File: src/rtl/add16_seq.sv
// add16_seq: multi-cycle W-bit adder/subtractor built around one shared 4-bit
// ripple-carry adder. It handles one nibble per clock, from LSB to MSB, and
// keeps the carry in a register between steps.
//
// Handshake (valid/ready style): the block is ready whenever it is not busy,
// which means in IDLE or DONE. A request is accepted at the rising edge where
// start=1 and the block is ready. The operands, ci and sub are captured at
// that edge only. start is ignored while busy. done is a one-cycle pulse in
// the cycle after the last nibble step. s/co/ovf stay valid from that cycle
// until the next result is published.

// 4-bit ripple-carry adder: the only adder in the datapath.
module add4 (
    input  logic [3:0] a_i,
    input  logic [3:0] b_i,
    input  logic       c_i,
    output logic [3:0] s_o,
    output logic       c_o
);

    logic [4:0] c;

    // Explicit ripple of four full adders.
    always_comb begin
        c    = '0;
        s_o  = '0;
        c[0] = c_i;
        for (int i = 0; i < 4; i++) begin
            s_o[i]   = a_i[i] ^ b_i[i] ^ c[i];
            c[i + 1] = (a_i[i] & b_i[i]) | (a_i[i] & c[i]) | (b_i[i] & c[i]);
        end
        c_o = c[4];
    end

endmodule

module add16_seq #(
    parameter  int W  = 16,
    localparam int N  = W / 4,
    localparam int KW = (N > 1) ? $clog2(N) : 1
) (
    input  logic         clk,
    input  logic         rst_n,
    input  logic         start,
    input  logic         sub,
    input  logic [W-1:0] a,
    input  logic [W-1:0] b,
    input  logic         ci,
    output logic         busy,
    output logic         done,
    output logic [W-1:0] s,
    output logic         co,
    output logic         ovf,
    output logic [1:0]   dbg_state
);

    typedef enum logic [1:0] {
        IDLE = 2'd0,
        RUN  = 2'd1,
        DONE = 2'd2
    } state_t;

    state_t        state_q;
    logic [KW-1:0] k_q;
    logic [KW-1:0] k_d;
    logic [W-1:0]  a_q;
    logic [W-1:0]  b_q;
    logic          c_q;
    logic [W-1:0]  t_q;
    logic [W-1:0]  t_d;
    logic [W-1:0]  s_q;
    logic          co_q;
    logic          ovf_q;

    logic [3:0]    nib_a;
    logic [3:0]    nib_b;
    logic [3:0]    nib_s;
    logic          nib_co;
    logic          last_step;
    logic          ovf_d;

    // Select the operand nibbles for the current step from the index counter.
    always_comb begin
        nib_a = '0;
        nib_b = '0;
        for (int i = 0; i < N; i++) begin
            if (k_q == KW'(i)) begin
                nib_a = a_q[4*i +: 4];
                nib_b = b_q[4*i +: 4];
            end
        end
    end

    add4 u_add4 (
        .a_i (nib_a),
        .b_i (nib_b),
        .c_i (c_q),
        .s_o (nib_s),
        .c_o (nib_co)
    );

    // Partial sum with this step's nibble merged in, and the next index.
    // ovf uses the fresh sign bit, because on the last step that bit has not
    // been registered yet.
    always_comb begin
        t_d = t_q;
        for (int i = 0; i < N; i++) begin
            if (k_q == KW'(i)) begin
                t_d[4*i +: 4] = nib_s;
            end
        end
        k_d       = k_q + KW'(1);
        last_step = (k_q == KW'(N - 1));
        ovf_d     = (a_q[W-1] == b_q[W-1]) && (nib_s[3] != a_q[W-1]);
    end

    // Control FSM and datapath registers. The results are written only on the
    // step that enters DONE.
    always_ff @(posedge clk or negedge rst_n) begin
        if (!rst_n) begin
            state_q <= IDLE;
            k_q     <= '0;
            a_q     <= '0;
            b_q     <= '0;
            c_q     <= 1'b0;
            t_q     <= '0;
            s_q     <= '0;
            co_q    <= 1'b0;
            ovf_q   <= 1'b0;
        end else begin
            case (state_q)
                IDLE, DONE: begin
                    if (start) begin
                        a_q     <= a;
                        b_q     <= sub ? ~b : b;
                        c_q     <= sub ? 1'b1 : ci;
                        k_q     <= '0;
                        state_q <= RUN;
                    end else begin
                        state_q <= IDLE;
                    end
                end
                RUN: begin
                    t_q <= t_d;
                    c_q <= nib_co;
                    if (last_step) begin
                        s_q     <= t_d;
                        co_q    <= nib_co;
                        ovf_q   <= ovf_d;
                        state_q <= DONE;
                    end else begin
                        k_q <= k_d;
                    end
                end
                default: begin
                    state_q <= IDLE;
                end
            endcase
        end
    end

    assign busy      = (state_q == RUN);
    assign done      = (state_q == DONE);
    assign s         = s_q;
    assign co        = co_q;
    assign ovf       = ovf_q;
    assign dbg_state = state_q;

endmodule

File: config.mk
export PLATFORM = sky130hd
export DESIGN_NAME = add16_seq
export DESIGN_NICKNAME = d
export VERILOG_FILES = /design/src/rtl/add16_seq.sv
export SDC_FILE = /design/constraint.sdc
export NUM_CORES = 1
export LEC_CHECK = 0
export CORE_MARGIN = 5
export CORE_UTILIZATION = 41
export CTS_BUF_LIST = sky130_fd_sc_hd__clkbuf_2
export DETAILED_ROUTE_END_ITERATION = 16
export PLACE_DENSITY = 0.75
export SLEW_MARGIN = 20
export SYNTH_ARGS = -nofsm -noshare
export SYNTH_HDL_FRONTEND = slang
export SYNTH_SLANG_ARGS = --single-unit
File: constraint.sdc
create_clock -name clk -period 10.8 [get_ports clk]
set_input_delay 2.16 -clock clk [delete_from_list [all_inputs] [get_ports clk]]
set_output_delay 2.16 -clock clk [all_outputs]
set_load 0.02 [all_outputs]
==> results of run 1 <==
[worst max-delay path, stage by stage (launching register included)]
cell	delay, ns
dfrtp_1	0.53
nor2b_1	0.39
clkdlybuf4s50_1	0.68
[synthesized netlist by cell type, types with 3 or more instances]
library cell / count / area (µm²)
mux2i_1: 13 / 130
nor2_1: 5 / 18.8
ha_1: 4 / 50.1
buf_4: 3 / 22.5
o21ai_0: 36 / 180
nand3b_1: 4 / 30.0
inv_1: 15 / 56.3
nand3_1: 3 / 15.0
a221o_1: 3 / 30.0
mux2_2: 9 / 101
xor2_1: 4 / 35.0
clkbuf_1: 4 / 15.0
nand2_1: 39 / 146
fa_1: 4 / 80.1
buf_6: 3 / 33.8
mux2_4: 16 / 240
buf_2: 8 / 40.0
a22oi_1: 4 / 30.0
xnor2_1: 12 / 105
dfrtp_1: 67 / 1680
a21oi_1: 14 / 70.1
nor2b_1: 4 / 25.0
[registers in the layout, summed over array words and instances, names as in the netlist]
name       cells
ovf            1
s             16
k_q            2
co             1
t_q           12
a_q           16
c_q            1
dbg_state      2
b_q           16
[power groups by stage]
stage	Clock [mW]	Combinational (mW)	Sequential [mW]
finish	0.106	0.711	0.443
floorplan	0	0.477	0.467
global route	0.121	0.785	0.458
global placement	0	0.697	0.447
detailed placement	0	0.716	0.450
CTS	0.110	0.721	0.444
[final cells by class]
class,count,area [µm²]
Fill cell,709,3770
Sequential cell,67,1680
Multi-Input combinational cell,187,1390
Timing Repair Buffer,60,598
Tap cell,102,128
Inverter,15,56.3
Clock buffer,10,50.0
Clock inverter,5,21.3
[layout by cell type (no fill, tap or decap), drive strengths merged, types with 2 or more instances in the layout]
cell and count:
a21oi 14, a221o 3, a221oi 2, a22o 2, a22oi 4, buf 3, clkbuf 10, clkdlybuf4s50 57
clkinv 5, dfrtp 67, fa 4, ha 4, inv 15, mux2 25, mux2i 13, nand2 39
nand3 3, nand3b 4, nor2 5, nor2b 5, o21ai 38, o31ai 2, xnor2 12, xor2 4
[path summary, 6_finish.rpt]
check	start	to	slack [ns]
min in group asynchronous	rst_n	s[2]$_DFFE_PN0P_	1.83
hold / removal	s[11]$_DFFE_PN0P_	s[11]$_DFFE_PN0P_	0.50
setup reg to reg	k_q[1]$_DFFE_PN0P_	ovf$_DFFE_PN0P_	6.89
setup / recovery	dbg_state[0]$_DFFE_PN0P_	busy	6.58
max in group asynchronous	rst_n	b_q[0]$_DFFE_PN0P_	8.42
hold reg to reg	s[11]$_DFFE_PN0P_	s[11]$_DFFE_PN0P_	0.50
[per-stage QoR]
stage               power, mW  worst slack (ns)  area (µm²)  hold slack [ns]  cells
finish                   1.26              6.58        3920            0.502    446
global route             1.36              6.43        3920            0.534    446
CTS                      1.28              6.55        3900            0.508    445
detailed placement       1.17              6.80        3830            0.471    430
global placement         1.14              6.83        3830            0.461    430
floorplan               0.945              7.34        3240            0.449    288
[routing by layer]
layer | wire length, µm | part of all wire (%)
met5 | 0 | 0
met4 | 58 | 0.94
met3 | 392 | 6.4
met2 | 2860 | 46
met1 | 2850 | 46
[kinds of logic after synthesis]
family	count (synthesis)	synth area share, %
adders and majority gates	8	4.02
AOI/OAI and AO/OA	66	11.6
muxes	38	14.6
DFF	67	51.8
and+or+nand+nor	59	8.20
buffers and inverters	34	5.41
xor gates and xnor gates	16	4.33
==> impl_metrics.toml, run 1 <==
[outcome]
status = "completed"

[timing]
slew_viol_final = 0
finalSetupViolCount = 0
final_hold_viol_count = 0
period_needed_ns = 4.22
skew_ns = 0.0217
rsz0062_at_grt = "no"
fin_crit_sh_pct = 39.1
max_slew_margin_pct = 43.1
tns_ns = 0
worst_pin_slew_ns = 0.850
max_freq_mhz = 237

[detailed_routing]
firstDrtPassIters = 4
drt_iter0_drc = 95
vias_per_cell = 4.88
ant_nets = 0
post_drt_wl_per_cell_um = 13.8
wl_mm = 6.16
num_vias = 2176
drc = 0

[global_route]
overflow = 0
grt_start_max_net_pins = 68
antenna_found_initial = 0
met2_usage_pct = 20.9
met3_usage_pct = 5.52
grt.busiest_layer = "met2"
track_usage_pct = 13.4
grt_pass1_wl_mm = 10.4
grt_pass1_vias = 2195
met1_usage_pct = 17.3

[clock_network]
clkTransAtPathRegs_ns = 0.17
cts_tree = "done"
clockBufferDepth = 2
clock_latency_ns = 0.47
clock-root-buffer = "clkbuf_2"
postCtsSetupBuffers = 0
ctsResizeCount = 0
cts.sinks = 67
cts_buffers = 9
holdBufCountCts = 0
h-tree-depth = 3

[floorplanning]
io_pins = 59
start_util_pct = 42.1
die_area_um2 = 9770
fp-row-count = 32
die_h_um = 98.8
die-width_um = 98.8
core_um2 = 7690

[final_layout]
drive_above_1_share_pct = 12.2
fin_util_pct = 51.0
layout.nets = 385
diodes = 0
area.growth.synth_to_final_pct = 21.2

[power_and_ir_drop]
clockPowerShare_pct = 8.4
seqPwrFrac_pct = 35.1
p_leak_nw = 1.77
intPower_mw = 0.729
swShare_pct = 42.2
powerDensity_nw_per_um2 = 322
max-vdd-ir-drop_mv = 0.162
combinationalPowerShare_pct = 56.4
p_sw_mw = 0.532

[place]
place_congestion = 0.784
hpwl_mm = 4.51
numPortBuffers = 58

[worst_setup_path]
worstSetupStartpointType = "flip-flop"
worstPathArrival_ns = 2.06
end_kind = "primary output"
worst-setup-path-type = "flip-flop to primary output"
rr_worst_depth = 13
crit_required_ns = 8.64
cp_max_fo = 9

[yosys]
synthFlopType = "dfrtp_1"
async_flop_share_pct = 100
ys_ff_latch = 67
syn_nets = 333
avgSynthCellArea_um2 = 11.2
synth.distinct_cells = 32
synthesis.instances = 288
syn_area_um2 = 3240
synth_edf_count = 0
yosysWarnings = 0
seq_area_frac_synth_pct = 51.8

[min_path]
hold_path.class = "flip-flop to flip-flop"
hold_path_depth = 2

[job]
cap_viol_max_count = 0
(Power assumes the default switching activity.)
==> inputs of run 2 (changes only) <==
--- a/config.mk
+++ b/config.mk
@@ -9,7 +9,7 @@
 export CORE_UTILIZATION = 41
 export CTS_BUF_LIST = sky130_fd_sc_hd__clkbuf_2
 export DETAILED_ROUTE_END_ITERATION = 16
-export PLACE_DENSITY = 0.75
+export PLACE_DENSITY = 0.77
 export SLEW_MARGIN = 20
 export SYNTH_ARGS = -nofsm -noshare
 export SYNTH_HDL_FRONTEND = slang
==> constraint.sdc (replaced) <==
create_clock -name clk -period 3.5 [get_ports clk]
set_input_delay 0.7 -clock clk [delete_from_list [all_inputs] [get_ports clk]]
set_output_delay 0.7 -clock clk [all_outputs]
set_load 0.02 [all_outputs]
==> impl_metrics.toml, run 2 (synthesis gave the netlist of run 1 again) <==
[floorplanning]
io_pins = 59
start_util_pct = 42.1
core_um2 = 7690
fp-row-count = 32
die_h_um = 98.8
die_area_um2 = 9770
die-width_um = 98.8

[power_and_ir_drop]
p_leak_nw = 1.85
max-vdd-ir-drop_mv = 0.506
seqPwrFrac_pct = 32.1
p_sw_mw = 1.76
intPower_mw = 2.54
powerDensity_nw_per_um2 = 1050
swShare_pct = 40.9
combinationalPowerShare_pct = 55.3
clockPowerShare_pct = 12.6

[timing]
fin_hold_ws_ns = 0.0773
fin_crit_sh_pct = 96.6
tns_ns = 0
setup_slack_ns = 0.120
max_freq_mhz = 296
worst_pin_slew_ns = 0.591
final_hold_viol_count = 0
max_slew_margin_pct = 60.6
skew_ns = 0.0253
slew_viol_final = 0
period_needed_ns = 3.38
finalSetupViolCount = 0

[detailed_routing]
firstDrtPassIters = 4
num_vias = 2254
ant_nets = 0
drt_iter0_drc = 106
post_drt_wl_per_cell_um = 14.4
vias_per_cell = 4.90
wl_mm = 6.63
drc = 0

[place]
place_worst_setup_slack_ns = 0.0380
numPortBuffers = 58
dpl_cell_area_um2 = 3910
place_congestion = 0.824
hpwl_mm = 4.92
dp.cells = 441

[global_route]
antenna_found_initial = 0
grt_start_max_net_pins = 49
track_usage_pct = 14.2
met3_usage_pct = 3.61
grt.busiest_layer = "met2"
grt_pass1_vias = 2231
met1_usage_pct = 18.8
overflow = 0
met2_usage_pct = 21.8
grt_pass1_wl_mm = 10.9

[worst_setup_path]
crit_required_ns = 3.95
end_kind = "flip-flop"
crit_path_top_delay_cell = "fa_1"
path_cells = "inv_2 -> ha_2 -> nor2b_4 -> a221o_1 -> a22oi_2 -> fa_2 -> inv_1 -> fa_2 -> fa_2 -> inv_2 -> fa_1 -> or3_1 -> a31oi_1"
max_stage_delay_ns = 0.45
cp_top_family = "adder cells"
worstPathArrival_ns = 3.83
worstSetupStartpointType = "flip-flop"
cp.buffers_inverters = 3
crit_path_frequent_cell = "fa_2"
worst-setup-path-type = "flip-flop to flip-flop"
cp_max_fo = 5
rrSetupSlack_ns = 0.12

[final_layout]
layout.nets = 397
multi_input_area_um2 = 1410
area.growth.synth_to_final_pct = 26.6
final_common_cell = "dfrtp_1"
drive_above_1_share_pct = 18.5
final_cell_mix = "dfrtp_1 (67), clkdlybuf4s50_1 (57), nand2_1 (39), o21ai_0 (36), mux2_4 (16)"
stdcell_count = 460
fillers = 690
finalInstanceArea_um2 = 4100
regArea_um2 = 1680

[clock_network]
holdBufCountCts = 0
cts_tree = "done"
clockBufferDepth = 2
h-tree-depth = 3
clock_latency_ns = 0.51
clkTransAtPathRegs_ns = 0.21
clock-root-buffer = "clkbuf_2"
cts.sinks = 67
cts_buffers = 9

[outcome]
status = "completed"

[min_path]
hold_path.class = "primary input to async pin"

[job]
cap_viol_max_count = 0
[run 2: layout make-up]
type	count	share of cell area [%]
diodes	1	0.0611
clock buffers	9	1.10
clock inverters	7	2.44
inverters	15	1.37
multi-input cells	187	34.4
flip-flops and latches	67	40.9
well taps	102	3.11
repair buffers	72	16.6
[run 2: per-stage QoR]
step | util, % | total power [mW]
after floorplan | - | 2.91
after global placement | 50.9 | 3.61
after detailed placement | 50.9 | 3.70
after CTS | 52.9 | 4.26
after global routing | 53.3 | 4.62
final | 53.3 | 4.30
[run 2: power by group through the flow]
| stage | clock [mW] | combinational [mW] | sequential, mW |
|---|---|---|---|
| floorplan | 0 | 1.47 | 1.44 |
| global placement | 0 | 2.23 | 1.38 |
| detailed placement | 0 | 2.29 | 1.40 |
| CTS | 0.552 | 2.32 | 1.38 |
| global route | 0.587 | 2.61 | 1.42 |
| finish | 0.543 | 2.38 | 1.38 |
[run 2: path summary, 6_finish.rpt]
check / cells after the start / end / start
max in group asynchronous: 2 / a_q[5]$_DFFE_PN0P_ / rst_n
max reg2reg: 13 / ovf$_DFFE_PN0P_ / k_q[0]$_DFFE_PN0P_
min: 1 / s[4]$_DFFE_PN0P_ / rst_n
min in group clk: 2 / s[12]$_DFFE_PN0P_ / s[12]$_DFFE_PN0P_
max: 13 / ovf$_DFFE_PN0P_ / k_q[0]$_DFFE_PN0P_
min reg2reg: 2 / s[12]$_DFFE_PN0P_ / s[12]$_DFFE_PN0P_
[run 2: what timing repair did]
| item | in CTS | in global routing |
|---|---|---|
| pin swaps | 0 | 6 |
| gates resized for setup | 1 | 8 |
| setup endpoints to repair | 1 | 5 |
| setup buffers | 1 | 1 |
[run 2: per-layer routing]
metal / part of all wire, % / vias up
met5: 0 / -
met4: 2.4 / 0
met3: 5.6 / 15
met2: 47 / 70
met1: 45 / 1060
li1: - / 1109
==> inputs of run 3 (changes only) <==
--- a/config.mk
+++ b/config.mk
@@ -5,6 +5,7 @@
 export SDC_FILE = /design/constraint.sdc
 export NUM_CORES = 1
 export LEC_CHECK = 0
+export ABC_AREA = 1
 export CORE_MARGIN = 5
 export CORE_UTILIZATION = 41
 export CTS_BUF_LIST = sky130_fd_sc_hd__clkbuf_2
==> impl_metrics.toml, run 3 <==
[final_layout]
multi_input_area_um2 = 1410
layout.nets = 511
drive_above_1_share_pct = 6.37
fillers = 743
final_common_cell = "nand2_1"
regArea_um2 = 1680
diodes = 0
final_cell_mix = "nand2_1 (178), dfrtp_1 (67), clkdlybuf4s50_1 (57), o21ai_0 (35), inv_1 (25)"
area.growth.synth_to_final_pct = 22.0
fin_util_pct = 51.9

[yosys]
synth_compound_area_share_pct = 7.46
synthFlopType = "dfrtp_1"
syn_nets = 456
synthAdderAreaFrac_pct = 3.92
synth_top_area_share_pct = 50.5
synthesis.instances = 411
synth-xor-area-share_pct = 4.22
avgSynthCellArea_um2 = 8.08
syn_area_um2 = 3320
ys_top_cells_by_area = "dfrtp_1 (51%), nand2_1 (20%), o21ai_0 (5.4%)"
synth_top_cell_by_area = "dfrtp_1"
synthMuxAreaShare_pct = 0
async_flop_share_pct = 100
synth_edf_count = 0
post-synth-top-count-cell = "nand2_1"
yosysWarnings = 0
synthSimpleGateAreaFrac_pct = 27.0
seq_area_frac_synth_pct = 50.5
synth_top_family_by_area = "simple AND/OR/NAND/NOR gates"
synth.distinct_cells = 23
netlist_top_cells_count = "nand2_1 (178), dfrtp_1 (67), o21ai_0 (36)"
ys_ff_latch = 67

[place]
numPortBuffers = 58
place_congestion = 0.843
hpwl_mm = 5.30

[timing]
final_hold_viol_count = 0
max_slew_margin_pct = 39.2
period_needed_ns = 3.21
skew_ns = 0.0273
tns_ns = 0
slew_viol_final = 0
finalSetupViolCount = 0
rsz0062_at_grt = "no"
worst_pin_slew_ns = 0.910
max_freq_mhz = 311
fin_crit_sh_pct = 91.7

[clock_network]
cts_buffers = 9
h-tree-depth = 3
clock_latency_ns = 0.50
cts.sinks = 67
clockBufferDepth = 2
clock-root-buffer = "clkbuf_2"
cts_tree = "done"
holdBufCountCts = 0
clkTransAtPathRegs_ns = 0.19
postCtsSetupBuffers = 0

[job]
cap_viol_max_count = 0

[global_route]
track_usage_pct = 15.4
grt_pass1_vias = 2698
overflow = 0
grt_start_max_net_pins = 68
antenna_found_initial = 0
grt_pass1_wl_mm = 12.4

[worst_setup_path]
crit_required_ns = 3.96
end_kind = "flip-flop"
max_stage_delay_ns = 0.47
crit_path_frequent_cell = "nand2_1"
worstSetupStartpointType = "flip-flop"
crit_path_top_delay_cell = "fa_1"
path_cells = "inv_1 -> ha_1 -> nand2_1 -> nand2_1 -> nand3_1 -> nand2_1 -> nand2_1 -> fa_1 -> inv_1 -> fa_1 -> fa_1 -> inv_1 -> fa_1 -> o21ai_0 -> nand2_1 -> nand2_1"
r2r_start = "k_q[0]$_DFFE_PN0P_"
worstPathArrival_ns = 3.67
critPathLaunch = "k_q[0]$_DFFE_PN0P_"
worst-setup-path-type = "flip-flop to flip-flop"
cp_max_fo = 9

[detailed_routing]
ant_nets = 0
drt_iter0_drc = 157
num_vias = 2756
firstDrtPassIters = 5
drc = 0
wl_mm = 7.26
vias_per_cell = 4.81
post_drt_wl_per_cell_um = 12.7

[floorplanning]
die_h_um = 100
core_um2 = 7810
start_util_pct = 42.5
die-width_um = 100
die_area_um2 = 10000
fp-row-count = 32
io_pins = 59

[min_path]
hold_path.class = "primary input to async pin"

[power_and_ir_drop]
powerDensity_nw_per_um2 = 963
max-vdd-ir-drop_mv = 0.390
p_leak_nw = 2.04

[outcome]
status = "completed"
==> run 3: cell types whose count changed in the layout (fill, tap and decap cells not counted), moves of 8 or more <==
cell	delta
buf_4	-8
inv_1	+12
mux2_2	-9
mux2_4	-16
mux2i_1	-13
nand2_1	+139
nand3_1	+19
nor2_1	+11
==> run 3: critical path, delay by kind of cell, from the launching register on <==
| family | cells | cell delay [ns] |
|---|---|---|
| compound gates | 1 | 0.25 |
| fa+ha+maj | 5 | 1.71 |
| simple gates | 7 | 0.55 |
| buf+inv | 3 | 0.23 |
| flops | 1 | 0.44 |
==> run 3: path summary, 6_finish.rpt <==
| path | endpoint | slack, ns | depth (start not counted) |
|---|---|---|---|
| setup / recovery | s[3]$_DFFE_PN0P_ | 0.29 | 16 |
| hold / removal | t_q[8]$_DFFE_PN0P_ | 0.35 | 2 |
| setup reg to reg | s[3]$_DFFE_PN0P_ | 0.29 | 16 |
| hold reg to reg | s[10]$_DFFE_PN0P_ | 0.50 | 2 |
| max in group asynchronous | b_q[11]$_DFFE_PN0P_ | 2.60 | 2 |
| min in group clk | s[10]$_DFFE_PN0P_ | 0.50 | 2 |
==> run 3: timing repair <==
item,in CTS,in global routing
gates resized for setup,0,2
endpoints found under the setup margin,0,7
hold endpoints to repair,0,0
==> run 3: cell families (layout without fill, tap and decap cells) <==
| logic type | after synthesis | in the layout |
|---|---|---|
| buffers and inverters | 49 | 109 |
| and+or+nand+nor | 222 | 222 |
| xor gates and xnor gates | 16 | 16 |
| DFF | 67 | 67 |
| AOI/OAI and AO/OA | 49 | 49 |
| adders and majority gates | 8 | 8 |
==> run 3: through the flow <==
step / power, mW / instance area [µm²] / cells / hold WS, ns / setup slack, ns
2_1_floorplan: 2.78 / 3320 / 411 / 0.404 / 0.573
3_3_place_gp: 3.41 / 3950 / 557 / 0.454 / 0.390
3_5_place_dp: 3.49 / 3950 / 557 / 0.459 / 0.250
4_1_cts: 3.91 / 4050 / 573 / 0.351 / 0.231
5_1_grt: 4.28 / 4050 / 573 / 0.397 / 0.00654
6_report: 3.90 / 4050 / 573 / 0.351 / 0.289
==> run 3: cell type report <==
type,instances,share of cell area (%)
Clock inverter,7,1.45
Sequential cell,67,41.4
Multi-Input combinational cell,295,34.9
Clock buffer,9,1.11
Inverter,29,2.69
Tap cell,102,3.15
Timing Repair Buffer,64,15.3
==> run 3: power breakdown <==
part	internal (mW)	switching (mW)	total (mW)
registers	1.12	0.210	1.33
clock network	0.155	0.270	0.426
logic	0.807	1.34	2.15
==> run 3: per-layer routing <==
layer  vias up  wire, µm  global-route usage [%]
met2        86      3420                    24.2
met3        12       402                    4.10
met1      1279      3320                    20.8
li1       1379         -                       -
met4         0       116                    5.49
met5         -         0                       0
